==> src/rtl/keypad_scan_ctrl_pkg.sv <==
// Shared types and constants for the keypad column scanner.
package keypad_pkg;

    localparam int DEB_LAT    = 3;
    localparam int KEY_CODE_W = 4;

    typedef enum logic [1:0] {
        IDLE  = 2'd0,
        GAP   = 2'd1,
        DRIVE = 2'd2
    } scan_state_t;

    typedef logic [KEY_CODE_W-1:0] key_code_t;

    // Index of the lowest set bit; 0 when no bit is set.
    function automatic int lsb_idx(input logic [31:0] v);
        lsb_idx = 0;
        for (int i = 31; i >= 0; i--) begin
            if (v[i]) lsb_idx = i;
        end
    endfunction

endpackage

==> src/rtl/keypad_scan_ctrl_fifo.sv <==
// Synchronous key-code FIFO with a registered head output (dout).
// Push and pop may coincide at any fill level, including full.
module key_fifo #(
    parameter int DEPTH = 4,
    parameter int WIDTH = 4
) (
    input  logic             clk,
    input  logic             rst,
    input  logic             push,
    input  logic [WIDTH-1:0] din,
    input  logic             pop,
    output logic             full,
    output logic             empty,
    output logic [WIDTH-1:0] dout
);

    localparam int AW = (DEPTH > 1) ? $clog2(DEPTH) : 1;
    localparam int CW = $clog2(DEPTH) + 1;
    localparam logic [CW-1:0] CNT_FULL = CW'(DEPTH);

    logic [WIDTH-1:0] mem [DEPTH];
    logic [AW-1:0]    wr_ptr, rd_ptr, rd_after;
    logic [CW-1:0]    count, count_pop, count_nxt;
    logic [WIDTH-1:0] head_nxt;

    assign full      = (count == CNT_FULL);
    assign empty     = (count == '0);
    assign count_pop = count - CW'(pop);
    assign count_nxt = count_pop + CW'(push);
    assign rd_after  = rd_ptr + AW'(pop);
    // When the queue drains to nothing before this push, the new head bypasses the array
    assign head_nxt  = (count_pop == '0) ? din : mem[rd_after];

    always_ff @(posedge clk) begin
        if (push) mem[wr_ptr] <= din;
    end

    always_ff @(posedge clk or posedge rst) begin
        if (rst) begin
            wr_ptr <= '0;
            rd_ptr <= '0;
            count  <= '0;
            dout   <= '0;
        end else begin
            if (push) wr_ptr <= wr_ptr + AW'(1);
            if (pop)  rd_ptr <= rd_after;
            count <= count_nxt;
            if (count_nxt != '0) dout <= head_nxt;
        end
    end

endmodule

==> src/rtl/keypad_scan_ctrl.sv <==
// Keypad column-scan sequencer: strobes columns, captures debounced press edges,
// suppresses held keys and queues key codes. Optional: KEYPAD_SCAN_DROP_EN (drop on full FIFO).
module keypad_scan_ctrl
    import keypad_pkg::*;
#(
    parameter int NUM_COLS     = 4,
    parameter int NUM_ROWS     = 4,
    parameter int DWELL_CYCLES = 8,
    parameter int GAP_CYCLES   = 4,
    parameter int FIFO_DEPTH   = 4,
    localparam int CODE_W      = $clog2(NUM_COLS) + $clog2(NUM_ROWS)
) (
    input  logic                clk,
    input  logic                rst,
    input  logic                scan_en,
    output logic [NUM_COLS-1:0] col,
    output logic                deb_en,
    input  logic [NUM_ROWS-1:0] deb_btn,
    input  logic [NUM_ROWS-1:0] row_lvl,
    output logic                key_valid,
    output logic [CODE_W-1:0]   key_code,
    input  logic                key_ready,
    output logic                key_ovf
);

    localparam int CIDX_W = $clog2(NUM_COLS);
    localparam int RIDX_W = $clog2(NUM_ROWS);
    localparam int TMAX   = (DWELL_CYCLES > GAP_CYCLES) ? DWELL_CYCLES : GAP_CYCLES;
    localparam int TMR_W  = (TMAX > 1) ? $clog2(TMAX) : 1;
    localparam logic [TMR_W-1:0] GAP_LAST   = TMR_W'(GAP_CYCLES - 1);
    localparam logic [TMR_W-1:0] DWELL_LAST = TMR_W'(DWELL_CYCLES - 1);

    scan_state_t                       state, state_nxt;
    logic [TMR_W-1:0]                  timer, timer_nxt;
    logic [CIDX_W-1:0]                 col_idx, col_idx_nxt;
    logic [NUM_COLS-1:0][NUM_ROWS-1:0] held, held_nxt;
    logic [NUM_ROWS-1:0]               pending, pend_nxt, pend_left, cap_new, sel_mask;
    logic [RIDX_W-1:0]                 row_sel;
    logic [CODE_W-1:0]                 push_code;
    logic                              in_drive, dwell_done, ser_req, push, pop, full, empty;

    assign in_drive   = (state == DRIVE);
    assign dwell_done = in_drive && (timer == DWELL_LAST);
    assign cap_new    = in_drive ? (deb_btn & ~held[col_idx]) : '0;

    // Serializer: lowest pending row goes first, at most one code per cycle
    assign ser_req   = scan_en && (pending != '0);
    assign row_sel   = RIDX_W'(lsb_idx(32'(pending)));
    assign sel_mask  = NUM_ROWS'(1) << row_sel;
    assign push_code = {col_idx, row_sel};
    assign pop       = key_valid && key_ready;
    assign push      = ser_req && (!full || pop);

`ifdef KEYPAD_SCAN_DROP_EN
    assign pend_left = ser_req ? (pending & ~sel_mask) : pending;
`else
    assign pend_left = push ? (pending & ~sel_mask) : pending;
`endif
    assign pend_nxt = scan_en ? (pend_left | cap_new) : '0;

    always_comb begin
        held_nxt = held;
        if (in_drive) begin
            held_nxt[col_idx] = held[col_idx] | deb_btn;
            if (dwell_done) held_nxt[col_idx] = held_nxt[col_idx] & row_lvl;
        end
        if (!scan_en) held_nxt = '0;
    end

    always_comb begin
        state_nxt   = state;
        timer_nxt   = timer;
        col_idx_nxt = col_idx;
        col         = '0;
        deb_en      = 1'b0;
        case (state)
            IDLE: begin
                state_nxt = GAP;
                timer_nxt = '0;
            end
            GAP: begin
                deb_en = 1'b1;
                if (timer == GAP_LAST) begin
                    state_nxt = DRIVE;
                    timer_nxt = '0;
                end else begin
                    timer_nxt = timer + TMR_W'(1);
                end
            end
            DRIVE: begin
                col    = NUM_COLS'(1) << col_idx;
                deb_en = 1'b1;
                // The column is only released once every captured row has left pending
                if (dwell_done) begin
                    if ((pend_left | cap_new) == '0) begin
                        state_nxt   = GAP;
                        timer_nxt   = '0;
                        col_idx_nxt = col_idx + CIDX_W'(1);
                    end
                end else begin
                    timer_nxt = timer + TMR_W'(1);
                end
            end
            default: state_nxt = IDLE;
        endcase
        if (!scan_en) begin
            state_nxt   = IDLE;
            timer_nxt   = '0;
            col_idx_nxt = '0;
        end
    end

    always_ff @(posedge clk or posedge rst) begin
        if (rst) begin
            state   <= IDLE;
            timer   <= '0;
            col_idx <= '0;
            held    <= '0;
            pending <= '0;
        end else begin
            state   <= state_nxt;
            timer   <= timer_nxt;
            col_idx <= col_idx_nxt;
            held    <= held_nxt;
            pending <= pend_nxt;
        end
    end

`ifdef KEYPAD_SCAN_DROP_EN
    always_ff @(posedge clk or posedge rst) begin
        if (rst)                  key_ovf <= 1'b0;
        else if (ser_req && !push) key_ovf <= 1'b1;
    end
`else
    assign key_ovf = 1'b0;
`endif

    key_fifo #(
        .DEPTH (FIFO_DEPTH),
        .WIDTH (CODE_W)
    ) u_fifo (
        .clk   (clk),
        .rst   (rst),
        .push  (push),
        .din   (push_code),
        .pop   (pop),
        .full  (full),
        .empty (empty),
        .dout  (key_code)
    );

    assign key_valid = !empty;

endmodule

==> config.mk <==
export PLATFORM = sky130hd
export DESIGN_NAME = keypad_scan_ctrl
export DESIGN_NICKNAME = d
export VERILOG_FILES = /design/src/rtl/keypad_scan_ctrl_pkg.sv /design/src/rtl/keypad_scan_ctrl_fifo.sv /design/src/rtl/keypad_scan_ctrl.sv
export SDC_FILE = /design/constraint.sdc
export NUM_CORES = 1
export LEC_CHECK = 0
export CAP_MARGIN = 25
export CORE_ASPECT_RATIO = 1.25
export CORE_MARGIN = 2
export CORE_UTILIZATION = 40
export CTS_BUF_LIST = sky130_fd_sc_hd__clkbuf_16
export DETAILED_ROUTE_END_ITERATION = 8
export PLACE_DENSITY_LB_ADDON = 0.08
export SYNTH_ARGS = -nofsm -noshare
export SYNTH_HDL_FRONTEND = slang
export SYNTH_HIERARCHICAL = 1
export SYNTH_SLANG_ARGS = --single-unit
==> constraint.sdc <==
create_clock -name clk -period 2.5 [get_ports clk]
set_input_delay 0.25 -clock clk [delete_from_list [all_inputs] [get_ports clk]]
set_output_delay 0.25 -clock clk [all_outputs]
set_load 0.05 [all_outputs]
==> results.py <==
metrics = {
    "run_status": {
        "status": "complete, no violations",
    },
    "min_path": {
        "timing.hold.worst.class": "in -> async",
    },
    "place": {
        "portBuffers": 21,
        "gp_congestion": 0.8424,
        "pre_cts_ws_ps": -17.01,
        "hpwl_mm": 5.272,
    },
    "detailed_routing": {
        "drt_iter0_markers": 105,
        "via_per_inst": 5.377,
        "wire_per_inst_um": 16.30,
        "drc": 0,
        "wirelength_mm": 6.912,
        "postRouteAntennaNets": 0,
        "firstDrtPassIters": 4,
        "num_vias": 2280,
    },
    "power": {
        "peakVddDrop_v": 0.0006381,
        "p_sw_mw": 1.308,
        "p_seq_share_pct": 34.3,
        "power.density_nw_per_um2": 917.1,
        "clkPwrFrac_pct": 21.0,
        "combPwrFrac_pct": 44.7,
        "intPower_mw": 2.115,
        "p_leak_nw": 1.622,
        "sw_frac_of_total_pct": 38.21,
    },
    "yosys": {
        "synth.distinct_cells": 49,
        "ys_seq_elements": 54,
        "syn_nets": 319,
        "netlist_instances": 286,
        "avgSynthCellArea_um2": 10.90,
        "syn_area_um2": 3117,
        "synth_warnings": 6,
        "synth_edf_count": 16,
        "synthArstFlopShare_pct": 70.37,
        "ys.flop_type": "dfrtp_1",
        "seq_area_frac_synth_pct": 45.93,
    },
    "die": {
        "die_x_um": 82.95,
        "coreArea_um2": 7657,
        "die-area_um2": 8518,
        "rows": 36,
        "fp.dieH_um": 102.7,
        "start_util_pct": 40.70,
        "ioPinCount": 23,
    },
    "grt": {
        "overflow": 0,
        "grtUsageTotal_pct": 17.02,
        "grt_antenna_before_repair": 0,
        "grt_start_max_net_pins": 28,
        "grt_pass1_vias": 2304,
        "grt_pass1_wl_mm": 11.41,
    },
    "sta": {
        "setup-violations-final": 0,
        "rsz0062_at_grt": "no",
        "worst_slew_pin_slew_ps": 604.0,
        "fmax_ghz": 0.4355,
        "fin_crit_sh_pct": 91.84,
        "maxSlewHeadroom_pct": 59.42,
        "final_hold_viol_count": 0,
        "fin_skew_ps": 7.308,
        "slew_violations": 0,
        "fin_ws_ps": 204.0,
        "period_minus_slack_ps": 2296,
        "finalSetupTns_ps": 0,
    },
    "cts": {
        "cts_num_sinks": 54,
        "clk-insertion-delay-late_ps": 300,
        "cts_buffers": 5,
        "ctsHoldBuffers": 0,
        "htree_levels": 2,
        "cts_buffer_depth": 2,
        "cts_root_buffer": "clkbuf_16",
        "clk_pin_slew_ps": 70,
        "cts_tree": "yes",
        "post_cts_buffers": 0,
    },
    "finish": {
        "final_cell_mix": "37 x dfrtp_1, 25 x inv_1, 25 x a21oi_1, 25 x buf_4, 21 x ha_1",
        "final_common_cell": "dfrtp_1",
        "n_antenna_cell": 0,
        "drive_above_1_share_pct": 18.24,
        "syn_to_final_growth_pct": 19.75,
        "final_nets": 361,
    },
    "critical_path": {
        "required_ps": 2680,
        "critPathKind": "reg -> reg",
        "cp-end-kind": "flop",
        "critPathMaxStageDelay_ps": 340,
        "startpoint_type": "flop",
        "cp_max_fo": 10,
        "worstPathArrival_ps": 2480,
        "path_cells": "inv_1 > ha_1 > and2b_1 > a32o_1 > a21oi_4 > nand4_2 > a21o_1 > a32o_1",
        "cp_common_cell": "a32o_1",
        "cpMaxStageDelayCell": "dfrtp_1",
    },
    "job": {
        "drv_cap": 0,
    },
}
==> final timing paths <==
kind                               start          endpoint  slack (ps)  cells past startpoint
worst max register to register  state[0]          timer[1]         200                      8
min in group clk                timer[1]          timer[1]         500                      1
worst min register to register  timer[1]          timer[1]         500                      1
worst min-delay path                 rst    u_fifo/dout[0]         310                      2
worst max-delay path            state[0]          timer[1]         200                      8
max in group asynchronous            rst  u_fifo/wr_ptr[0]        1840                      2
==> critical path: cells and delay by family, from the launching register on <==
| kind | cells | cell delay, ps |
|---|---|---|
| adder cells (fa/ha/maj) | 1 | 330 |
| flip-flops | 1 | 340 |
| buffers and inverters | 1 | 60 |
| AND/OR/NAND/NOR | 2 | 480 |
| AO/OA/AOI/OAI | 4 | 980 |
==> power by group through the flow <==
stage | clock network [mW] | registers, mW | logic (mW)
5_1_grt | 0.775 | 1.20 | 1.68
3_5_place_dp | 0 | 1.19 | 1.54
6_report | 0.717 | 1.17 | 1.53
2_1_floorplan | 0 | 1.29 | 0.993
4_1_cts | 0.739 | 1.17 | 1.54
3_3_place_gp | 0 | 1.19 | 1.51
==> area by class of cell <==
| cell class | instances | area, µm² |
|---|---|---|
| fillers | 739 | 3925 |
| clock buffers | 5 | 125.1 |
| clock inverters | 3 | 23.77 |
| multi-input cells | 198 | 1556 |
| inverters | 26 | 97.59 |
| flip-flops and latches | 54 | 1433 |
| well taps | 95 | 118.9 |
| repair buffers | 43 | 377.9 |
==> cells in the mapped netlist, types with 3 or more instances <==
cell      instances  area, µm²
dfrtp_1          38      950.9
a211oi_1          4      30.03
a21o_1            3      22.52
clkbuf_1          4      15.01
nand2_1          17      63.81
nor2_1           21      78.83
mux2i_1          15      150.1
ha_1             21      262.8
nor3_1            7      35.03
nand3_1           9      45.04
a21oi_2           3      26.28
and3_1            3      18.77
and2_1            4      25.02
inv_1            25      93.84
o21ai_0          18      90.09
edfxtp_1         16      480.5
a21oi_1          25      125.1
a32o_1            9      90.09
mux4_2            8      180.2
==> logic make-up (layout without fill, tap and decap cells) <==
| logic type | after synthesis | in the layout | share of synthesized area [%] |
|---|---|---|---|
| xor gates and xnor gates | 5 | 5 | 1.887 |
| DFF | 54 | 54 | 45.93 |
| buffers and inverters | 34 | 77 | 4.536 |
| muxes | 25 | 25 | 11.68 |
| other | 1 | 1 | 0.1203 |
| and+or+nand+nor | 72 | 72 | 11.16 |
| adders and majority gates | 21 | 21 | 8.430 |
| AOI/OAI and AO/OA | 74 | 74 | 16.26 |
==> layer usage <==
layer	track usage (%)	vias up	share of wire (%)
met4	6.305	0	1.7
met5	0	-	0
li1	-	1123	-
met2	31.27	32	53
met3	2.642	9	2.0
met1	20.36	1116	44
==> state kept, by name, indices dropped and copies added, names as in the netlist <==
register / flops
col_idx: 2
held: 16
pending: 4
state: 2
timer: 3
u_fifo/count: 3
u_fifo/dout: 4
u_fifo/mem: 16
u_fifo/rd_ptr: 2
u_fifo/wr_ptr: 2
==> metrics by stage <==
stage          cells  area, µm²  hold WS, ps  util, %  power [mW]
5_1_grt          424       3732        355.8    48.74       3.655
4_1_cts          424       3719        331.4    48.56       3.453
3_5_place_dp     416       3570        495.3    46.62       2.728
6_report         424       3732        310.9    48.74       3.423
2_1_floorplan    286       3117        102.4        -       2.287
3_3_place_gp     416       3570        476.9    46.62       2.695
==> what timing repair did <==
| action | CTS | global route |
|---|---|---|
| resized for setup | 0 | 5 |
| hold endpoints to repair | 0 | 0 |
| setup endpoints to repair | 0 | 10 |
(Power assumes the default switching activity.)
